==> config.mk <==
export PLATFORM = sky130hd
export DESIGN_NAME = order_executed_with_price_encoder
export DESIGN_NICKNAME = d
export VERILOG_FILES = /design/src/rtl/order_executed_with_price_encoder.sv
export SDC_FILE = /design/constraint.sdc
export NUM_CORES = 2
export LEC_CHECK = 0
export BUFFER_PORTS_ARGS = -buffer_cell sky130_fd_sc_hd__buf_2
export CORE_ASPECT_RATIO = 0.8
export CORE_MARGIN = 5
export CORE_UTILIZATION = 35
export CTS_BUF_LIST = sky130_fd_sc_hd__clkbuf_4 sky130_fd_sc_hd__clkbuf_8 sky130_fd_sc_hd__clkbuf_16
export DETAILED_ROUTE_END_ITERATION = 8
export MAX_ROUTING_LAYER = met4
export REMOVE_ABC_BUFFERS = 1
export SLEW_MARGIN = 10
export SYNTH_ARGS = -nofsm -noshare
export SYNTH_HDL_FRONTEND = slang
export SYNTH_SLANG_ARGS = --single-unit
export TNS_END_PERCENT = 100
==> constraint.sdc <==
create_clock -name clk -period 16.8 [get_ports clk]
set_clock_uncertainty 0.05 [all_clocks]
set_input_delay 0 -clock clk [delete_from_list [all_inputs] [get_ports clk]]
set_output_delay 0 -clock clk [all_outputs]
set_load 0.1 [all_outputs]
==> src/rtl/order_executed_with_price_encoder.sv <==
// Order-executed message encoder: packs the 51-byte message into 64-bit words
// starting at a byte offset in the first word, streamed over a valid/ready port.
module order_executed_with_price_encoder (
    input  logic        clk,
    input  logic        rst,
    input  logic        start,
    input  logic [5:0]  trackerIn,
    input  logic [31:0] timeStamp,
    input  logic [63:0] orderID,
    input  logic [31:0] orderBookID,
    input  logic [7:0]  side,
    input  logic [63:0] executedQuantity,
    input  logic [63:0] matchID,
    input  logic [31:0] comboGroupID,
    input  logic [31:0] reservedOne,
    input  logic [31:0] reservedTwo,
    input  logic [31:0] tradePrice,
    input  logic [7:0]  occuredAtCross,
    input  logic [7:0]  printable,
    input  logic        outReady,
    output logic        busy,
    output logic [63:0] dataOut,
    output logic        dataValid,
    output logic [7:0]  byteKeep,
    output logic        last,
    output logic [5:0]  trackerOut,
    output logic        state_dbg
);

    typedef enum logic {IDLE = 1'b0, SEND = 1'b1} state_t;

    state_t       state_q, state_d;
    logic [2:0]   cnt_q, cnt_d;
    logic [2:0]   last_idx_q, last_idx_d;
    logic [511:0] sh_q, sh_d;
    logic [63:0]  keep_q, keep_d;
    logic         valid_q, valid_d;
    logic         last_q, last_d;
    logic [5:0]   trk_q, trk_d;

    logic [407:0] msg;
    logic [2:0]   o_in;
    logic         hs;
    logic         unused_tracker_lsbs;

    assign msg = {printable, occuredAtCross, tradePrice, reservedTwo, reservedOne,
                  comboGroupID, matchID, executedQuantity, side, orderBookID,
                  orderID, timeStamp};
    assign o_in = trackerIn[5:3];
    assign unused_tracker_lsbs = ^trackerIn[2:0];

    // Handshake: a word transfers on a rising edge where dataValid=1 and
    // outReady=1; while dataValid=1 and outReady=0 every output holds.
    assign hs = valid_q && outReady;

    always_comb begin
        state_d    = state_q;
        cnt_d      = cnt_q;
        last_idx_d = last_idx_q;
        sh_d       = sh_q;
        keep_d     = keep_q;
        valid_d    = valid_q;
        last_d     = last_q;
        trk_d      = trk_q;
        case (state_q)
            IDLE: begin
                if (start) begin
                    state_d    = SEND;
                    // The whole message is pre-shifted into place; each word is
                    // then just the low 64 bits of a right-shifting register.
                    sh_d       = {104'b0, msg} << {o_in, 3'b000};
                    keep_d     = {13'b0, {51{1'b1}}} << o_in;
                    cnt_d      = 3'd0;
                    last_idx_d = (o_in >= 3'd6) ? 3'd7 : 3'd6;
                    valid_d    = 1'b1;
                    last_d     = 1'b0;
                    trk_d      = {o_in, 3'b000} + 6'd24;
                end
            end
            SEND: begin
                if (hs) begin
                    if (last_q) begin
                        state_d    = IDLE;
                        cnt_d      = 3'd0;
                        last_idx_d = 3'd0;
                        sh_d       = '0;
                        keep_d     = '0;
                        valid_d    = 1'b0;
                        last_d     = 1'b0;
                        trk_d      = '0;
                    end else begin
                        cnt_d  = cnt_q + 3'd1;
                        sh_d   = sh_q >> 64;
                        keep_d = keep_q >> 8;
                        last_d = ((cnt_q + 3'd1) == last_idx_q);
                    end
                end
            end
            default: state_d = IDLE;
        endcase
    end

    always_ff @(posedge clk or posedge rst) begin
        if (rst) begin
            state_q    <= IDLE;
            cnt_q      <= 3'd0;
            last_idx_q <= 3'd0;
            sh_q       <= '0;
            keep_q     <= '0;
            valid_q    <= 1'b0;
            last_q     <= 1'b0;
            trk_q      <= '0;
        end else begin
            state_q    <= state_d;
            cnt_q      <= cnt_d;
            last_idx_q <= last_idx_d;
            sh_q       <= sh_d;
            keep_q     <= keep_d;
            valid_q    <= valid_d;
            last_q     <= last_d;
            trk_q      <= trk_d;
        end
    end

    assign busy       = (state_q == SEND);
    assign state_dbg  = state_q;
    assign dataOut    = sh_q[63:0];
    assign byteKeep   = keep_q[7:0];
    assign dataValid  = valid_q;
    assign last       = last_q;
    assign trackerOut = trk_q;

endmodule

After elaboration in Yosys (flattened, before gate mapping):

Index checks and enable logic that the tools add are counted.

* bits in registers: 591
* bits of input ports: 418
* logic and storage cells: 54

* add/sub/neg operators: 2
* magnitude comparators: 1
* equality and inequality tests: 4
* shifts and indexed selects: 2
* muxes and demuxes: 33
* bitwise logic cells: 1
* reduce and logical (&&, ||, !) cells: 3

Operator list (number)
* 512-bit two-way mux: 2
* 512-bit case mux with 2 select lines: 1
* 408-bit by 6-bit << shifter with 512-bit output: 1
* 448-bit two-way mux: 1
* 64-bit two-way mux: 2
* 64-bit case mux with 2 select lines: 1
* 51-bit by 3-bit << shifter with 64-bit output, first input constant: 1
* 56-bit two-way mux: 1
* 3-bit two-way mux: 6
* 6-bit two-way mux: 3
* 3-bit case mux with 2 select lines: 2
* 6-bit case mux with 2 select lines: 1
* 1-bit two-way mux: 10
* 6-bit by 5-bit adder with 6-bit output, second input constant: 1
* 1-bit case mux with 2 select lines: 3
* 2-bit by 1-bit inequality test with 1-bit output, second input constant: 2
* 3-bit by 1-bit adder with 3-bit output, second input constant: 1
* 3-bit equality test: 1
* 3-bit >= comparator, second input constant: 1
* 3-bit AND reduction: 1
* 2-bit inequality test, second input constant: 1
* 2-bit AND reduction: 1
* 1-bit logical AND: 1
* 1-bit inverter: 1

Depth between registers and ports, before layout:

* word-level depth: 5
* depth in mapped cells: 11

Worst setup path after synthesis:

No wires, ideal clock.

* kind: register -> register
* from: register state_q, in the netlist busy
* to: register sh_q[215]
* library setup time: 131 ps
* arrival: 2169 ps
* data required time: 16619 ps
* setup slack: 14450 ps
* stages on the path, launching flop included: 8
* buffers on the path: 4
* cells stage by stage: dfrtp_1 > buf_4 > and3b_1 > buf_2 > buf_4 > buf_2 > a22oi_1 > a31oi_1

* cells in the longest elaborated chain, start to end: 3
* elaborated cells on any way between the ends: 5
* those cells by class: eq/ne: 2; mux: 1; bitwise: 1; reduce/logical: 1

Ends and longest elaborated chain
* from (decl): line 32 `state_t state_q, state_d;`
* from (signal assigned): line 114 `state_q <= state_d;`
* 1-bit inverter
* 2-bit inequality test (no source line)
* 2-bit AND reduction (no source line)
* to (signal assigned): line 108 `sh_q <= '0;`
* to (signal assigned): line 117 `sh_q <= sh_d;`
* to (decl): line 35 `logic [511:0] sh_q, sh_d;`

Several ways; a longest one is shown, not always the timed one.
A chain may end at the register's enable or synchronous reset.

Worst setup path after layout:

* from: register state_q, in the netlist busy
* to: register sh_q[328]

Same word-level chain as after synthesis.

==> summary.md <==
| Metric | Value |
|---|---|
| Layout overhead on the synthesized area | `33.2%` |
| Number of antenna violations at the first check in global routing | `41` |
| Yosys top cell area share | `0.307` |
| Simple-gate portion of the synthesized area | `0.154` |
| Power Total | `8.37 mW` |
| Post-route setup slack | `about 12 ns` |
| CP Buf/Inv Count | `6` |
| Clock tree root buffer cell | `sky130_fd_sc_hd__clkbuf_16` |
| CTS clk-pin slew, worst paths | `about 0.06 ns` |
| Largest net degree at the start of global routing | `slightly below 200` |
| Vias post-DR | `around 44000` |
| Minimum period implied by the final worst setup slack | `around 5 ns` |
| First-pass GRT wire length | `around 270000 µm` |
| Final routed wire length divided by cell count | `roughly 24 µm` |
| Die Footprint | `approximately 130000 µm²` |
| Final Max Slew Viols | `0` |
| Cell count after placement | `6053` |
| Num ports | `500` |
| H-Tree Depth | `3` |
| Leakage Power | `21.5 nW` |
| FILL cells | `about 11000` |
| Clock Latency Late Sink | `0.67 ns` |
| Share of synthesized area spent on multiplexers | `0.274` |
| Grt total ovfl | `0` |
| Crit path top cell by count | `sky130_fd_sc_hd__buf_4` |
| Flip-flop and latch count after synthesis | `~530` |
| Maximum vdd drop | `roughly 130 µV` |
| Number of sinks on the clock net | `between 500 and 600` |
| Family of cells with the greatest summed delay on the critical path | `buffers and inverters` |
| Most used flip-flop cell after synthesis | `sky130_fd_sc_hd__dfrtp_1` |
| Hold Violations, Final | `0` |
| DIE WIDTH | `roughly 400 µm` |
| Count of flip-flops with a built-in enable after synthesis | `0` |
| Detailed-router iteration count before antenna repair | `5` |
| Summed instance area of the synthesized netlist | `approximately 43000 µm²` |
| Clock Path Buffers | `3` |
| Power per unit of standard cell area | `approximately 140 nW/µm²` |
| Count of antenna-violating nets left after detailed routing | `0` |
| Non-filler instance count after layout | `7191` |
| Main combinational cell family by area after synthesis | `multiplexers` |
| Critical path's slowest cell | `sky130_fd_sc_hd__buf_4` |
| Worst rel slew slack | `0.154` |
| Critical path required time | `17.35 ns` |
| Critical path launch point type | `register` |
| Post-detailed-route DRC marker count | `0` |
| Async S/R FF share, synth | `1.00` |
| Fraction of final layout cells sized beyond drive strength 1 | `0.248` |
| Post-layout nets | `about 6000` |
| XOR/XNOR Fraction of Synth Area | `0.000404` |
| Global placement routability congestion | `a little under 0.9` |
| Final wirelength | `around 170000 µm` |
| Drt via density | `~6.1` |
| TritonCTS clock tree | `done` |
| Commonest cells post-synth | `sky130_fd_sc_hd__dfrtp_1 (532), sky130_fd_sc_hd__nand2_1 (433), sky130_fd_sc_hd__o21ai_0 (387)` |
| Finish-stage setup viols | `0` |
| Core Rows | `115` |
| Via count of the first global-routing pass | `43600` |
| Post-synth top area cell | `sky130_fd_sc_hd__dfrtp_1` |
| Post-place setup slack | `roughly 12 ns` |
| Arrival @ worst endpoint | `around 5.6 ns` |
| Post-synthesis cell count | `~4400` |
| Maximum frequency from static timing analysis | `roughly 200 MHz` |
| Crit end category | `register` |
| Number of DRC markers after the initial detailed-route iteration | `4362` |
| Setup CP Type | `reg -> reg` |
| Top post-synthesis cells by area | `sky130_fd_sc_hd__dfrtp_1 (31%), sky130_fd_sc_hd__mux4_2 (18%), sky130_fd_sc_hd__mux2_2 (8.1%)` |
| Largest fanout of any net on the critical path | `73` |
| Outcome | `finished, final reports clean` |
| Crit share post-route | `0.303` |
| Standard cell core area | `approximately 120000 µm²` |
| Post-Route Utilization | `0.470` |
| Stage delay of the slowest cell on the critical path | `roughly 0.76 ns` |
| Transition at the pin with the smallest max-transition slack | `1.27 ns` |
| CTS buffer count | `69` |
| Half-perimeter wire length of the detailed placement result | `101000 µm` |
| Port Buf Inserts | `493` |
| Worst hold slack | `around 0.12 ns` |
| Series of cell instances along the critical path | `buf_4, nor3b_2, buf_4, buf_4, buf_4, a22oi_1, dlygate4sd3_1, a31oi_1, dlygate4sd3_1` |
| Count of different cell masters after synthesis | `57` |
| Number of max-capacitance violations reported | `0` |
| Starting utilization of the core area | `0.353` |
| Number of cells upsized or downsized after cts | `0` |
| Most frequent cell after synthesis | `sky130_fd_sc_hd__dfrtp_1` |
| Ys Warns | `0` |
| Register area share after synthesis | `0.307` |
| Overall Global Routing Usage | `0.261` |
| Synthesized area divided by synthesized cell count | `just under 10 µm²` |
| Unrepaired setup endpoints after global routing | `false` |
| Hold WC Path Type | `in -> reg` |
| Synth Area in Compound Gates | `0.193` |
| Adder-cell area share of the yosys netlist | `0.00202` |
| Die Ht | `between 300 and 400 µm` |
-- layout by cell type (no fill, tap or decap), types with 7 or more instances in the layout --
cell,instances
sky130_fd_sc_hd__dlygate4sd3_1,976
sky130_fd_sc_hd__nand2b_1,34
sky130_fd_sc_hd__a22oi_1,370
sky130_fd_sc_hd__mux2_2,313
sky130_fd_sc_hd__nand2_1,432
sky130_fd_sc_hd__buf_4,56
sky130_fd_sc_hd__a21oi_1,37
sky130_fd_sc_hd__o32a_1,32
sky130_fd_sc_hd__o221ai_1,16
sky130_fd_sc_hd__a22o_1,17
sky130_fd_sc_hd__nor3_1,320
sky130_fd_sc_hd__a31oi_1,321
sky130_fd_sc_hd__buf_12,11
sky130_fd_sc_hd__nor2b_1,321
sky130_fd_sc_hd__o21ai_0,387
sky130_fd_sc_hd__mux2i_1,64
sky130_fd_sc_hd__and2_0,13
sky130_fd_sc_hd__dfrtp_1,531
sky130_fd_sc_hd__nand3_1,80
sky130_fd_sc_hd__mux4_2,344
sky130_fd_sc_hd__diode_2,46
sky130_fd_sc_hd__nand3b_1,43
sky130_fd_sc_hd__o211ai_2,8
sky130_fd_sc_hd__ha_1,7
sky130_fd_sc_hd__clkbuf_4,23
sky130_fd_sc_hd__clkbuf_16,70
sky130_fd_sc_hd__nor2_1,10
sky130_fd_sc_hd__and2_1,27
sky130_fd_sc_hd__a221o_1,16
sky130_fd_sc_hd__buf_2,491
sky130_fd_sc_hd__o2bb2ai_1,33
sky130_fd_sc_hd__clkbuf_8,8
sky130_fd_sc_hd__o22ai_1,16
sky130_fd_sc_hd__o211ai_1,10
sky130_fd_sc_hd__o311ai_1,8
-- sequential cells by signal, summed over array words and instances, names as in the netlist --
| signal | flops |
|---|---|
| sh_q | 464 |
| busy | 1 |
| keep_q | 58 |
| cnt_q | 3 |
| last_idx_q | 2 |
| last | 1 |
| trackerOut | 3 |
-- path summary, 6_finish.rpt --
check                                        from                      to  slack (ns)  depth (start not counted)
min                                   orderID[59]   sh_q[131]$_DFFE_PP0P_        0.12                          4
max reg2reg                        busy$_DFF_PP0_   sh_q[328]$_DFFE_PP0P_       11.72                          9
min in group asynchronous                     rst    sh_q[73]$_DFFE_PP0P_        0.61                          4
max                                busy$_DFF_PP0_   sh_q[328]$_DFFE_PP0P_       11.72                          9
max in group asynchronous                     rst    sh_q[16]$_DFFE_PP0P_       13.81                          6
min reg2reg                keep_q[54]$_DFFE_PP0P_  keep_q[54]$_DFFE_PP0P_        0.43                          1
-- power breakdown --
group / internal, mW / total (mW) / switching (mW)
combinational: 1.94 / 4.66 / 2.72
sequential: 1.86 / 2.19 / 0.330
clock: 0.887 / 1.53 / 0.640
-- worst min-delay path: stages --
cell and delay [ns]:
sky130_fd_sc_hd__buf_2 0.15, sky130_fd_sc_hd__mux4_2 0.30, sky130_fd_sc_hd__and2_0 0.16, sky130_fd_sc_hd__o32a_1 0.16
-- repair_timing --
item,4_1_cts,5_1_grt
hold endpoints to repair,569,0
hold buffers,976,0
setup buffers,0,0
setup endpoints to repair,0,0
-- stage by stage --
step,area [µm²],TNS [ns]
floorplan,40400,-1357.26
global placement,45700,0
detailed placement,45700,0
CTS,57700,0
global route,57800,0
finish,57800,0
-- logic make-up (layout without fill, tap and decap cells) --
logic type	count (synthesis)	after routing
compound gates	1278	1278
xor+xnor	2	2
fa+ha+maj	7	7
buf+inv	589	1658
flops	532	532
mux	721	721
other cells	1	49
simple gates	1306	1306
-- routing by layer --
metal | track usage | vias to the layer above | share of wire
li1 | - | 19100 | -
met1 | 0.355 | 22100 | 0.42
met2 | 0.377 | 2268 | 0.44
met3 | 0.0790 | 287 | 0.11
met4 | 0.0707 | 0 | 0.027
met5 | - | - | 0
-- final cells by class --
type | instances | area [µm²] | share of cell area
diodes | 46 | 115 | 0.00199
clock buffers | 101 | 2030 | 0.0352
clock inverters | 15 | 189 | 0.00327
inverters | 6 | 31.3 | 0.000541
multi-input cells | 3317 | 27200 | 0.470
flip-flops and latches | 532 | 13300 | 0.230
well taps | 1638 | 2050 | 0.0354
repair buffers | 1536 | 12900 | 0.223
No activity file was read; power rests on OpenSTA's default activity.
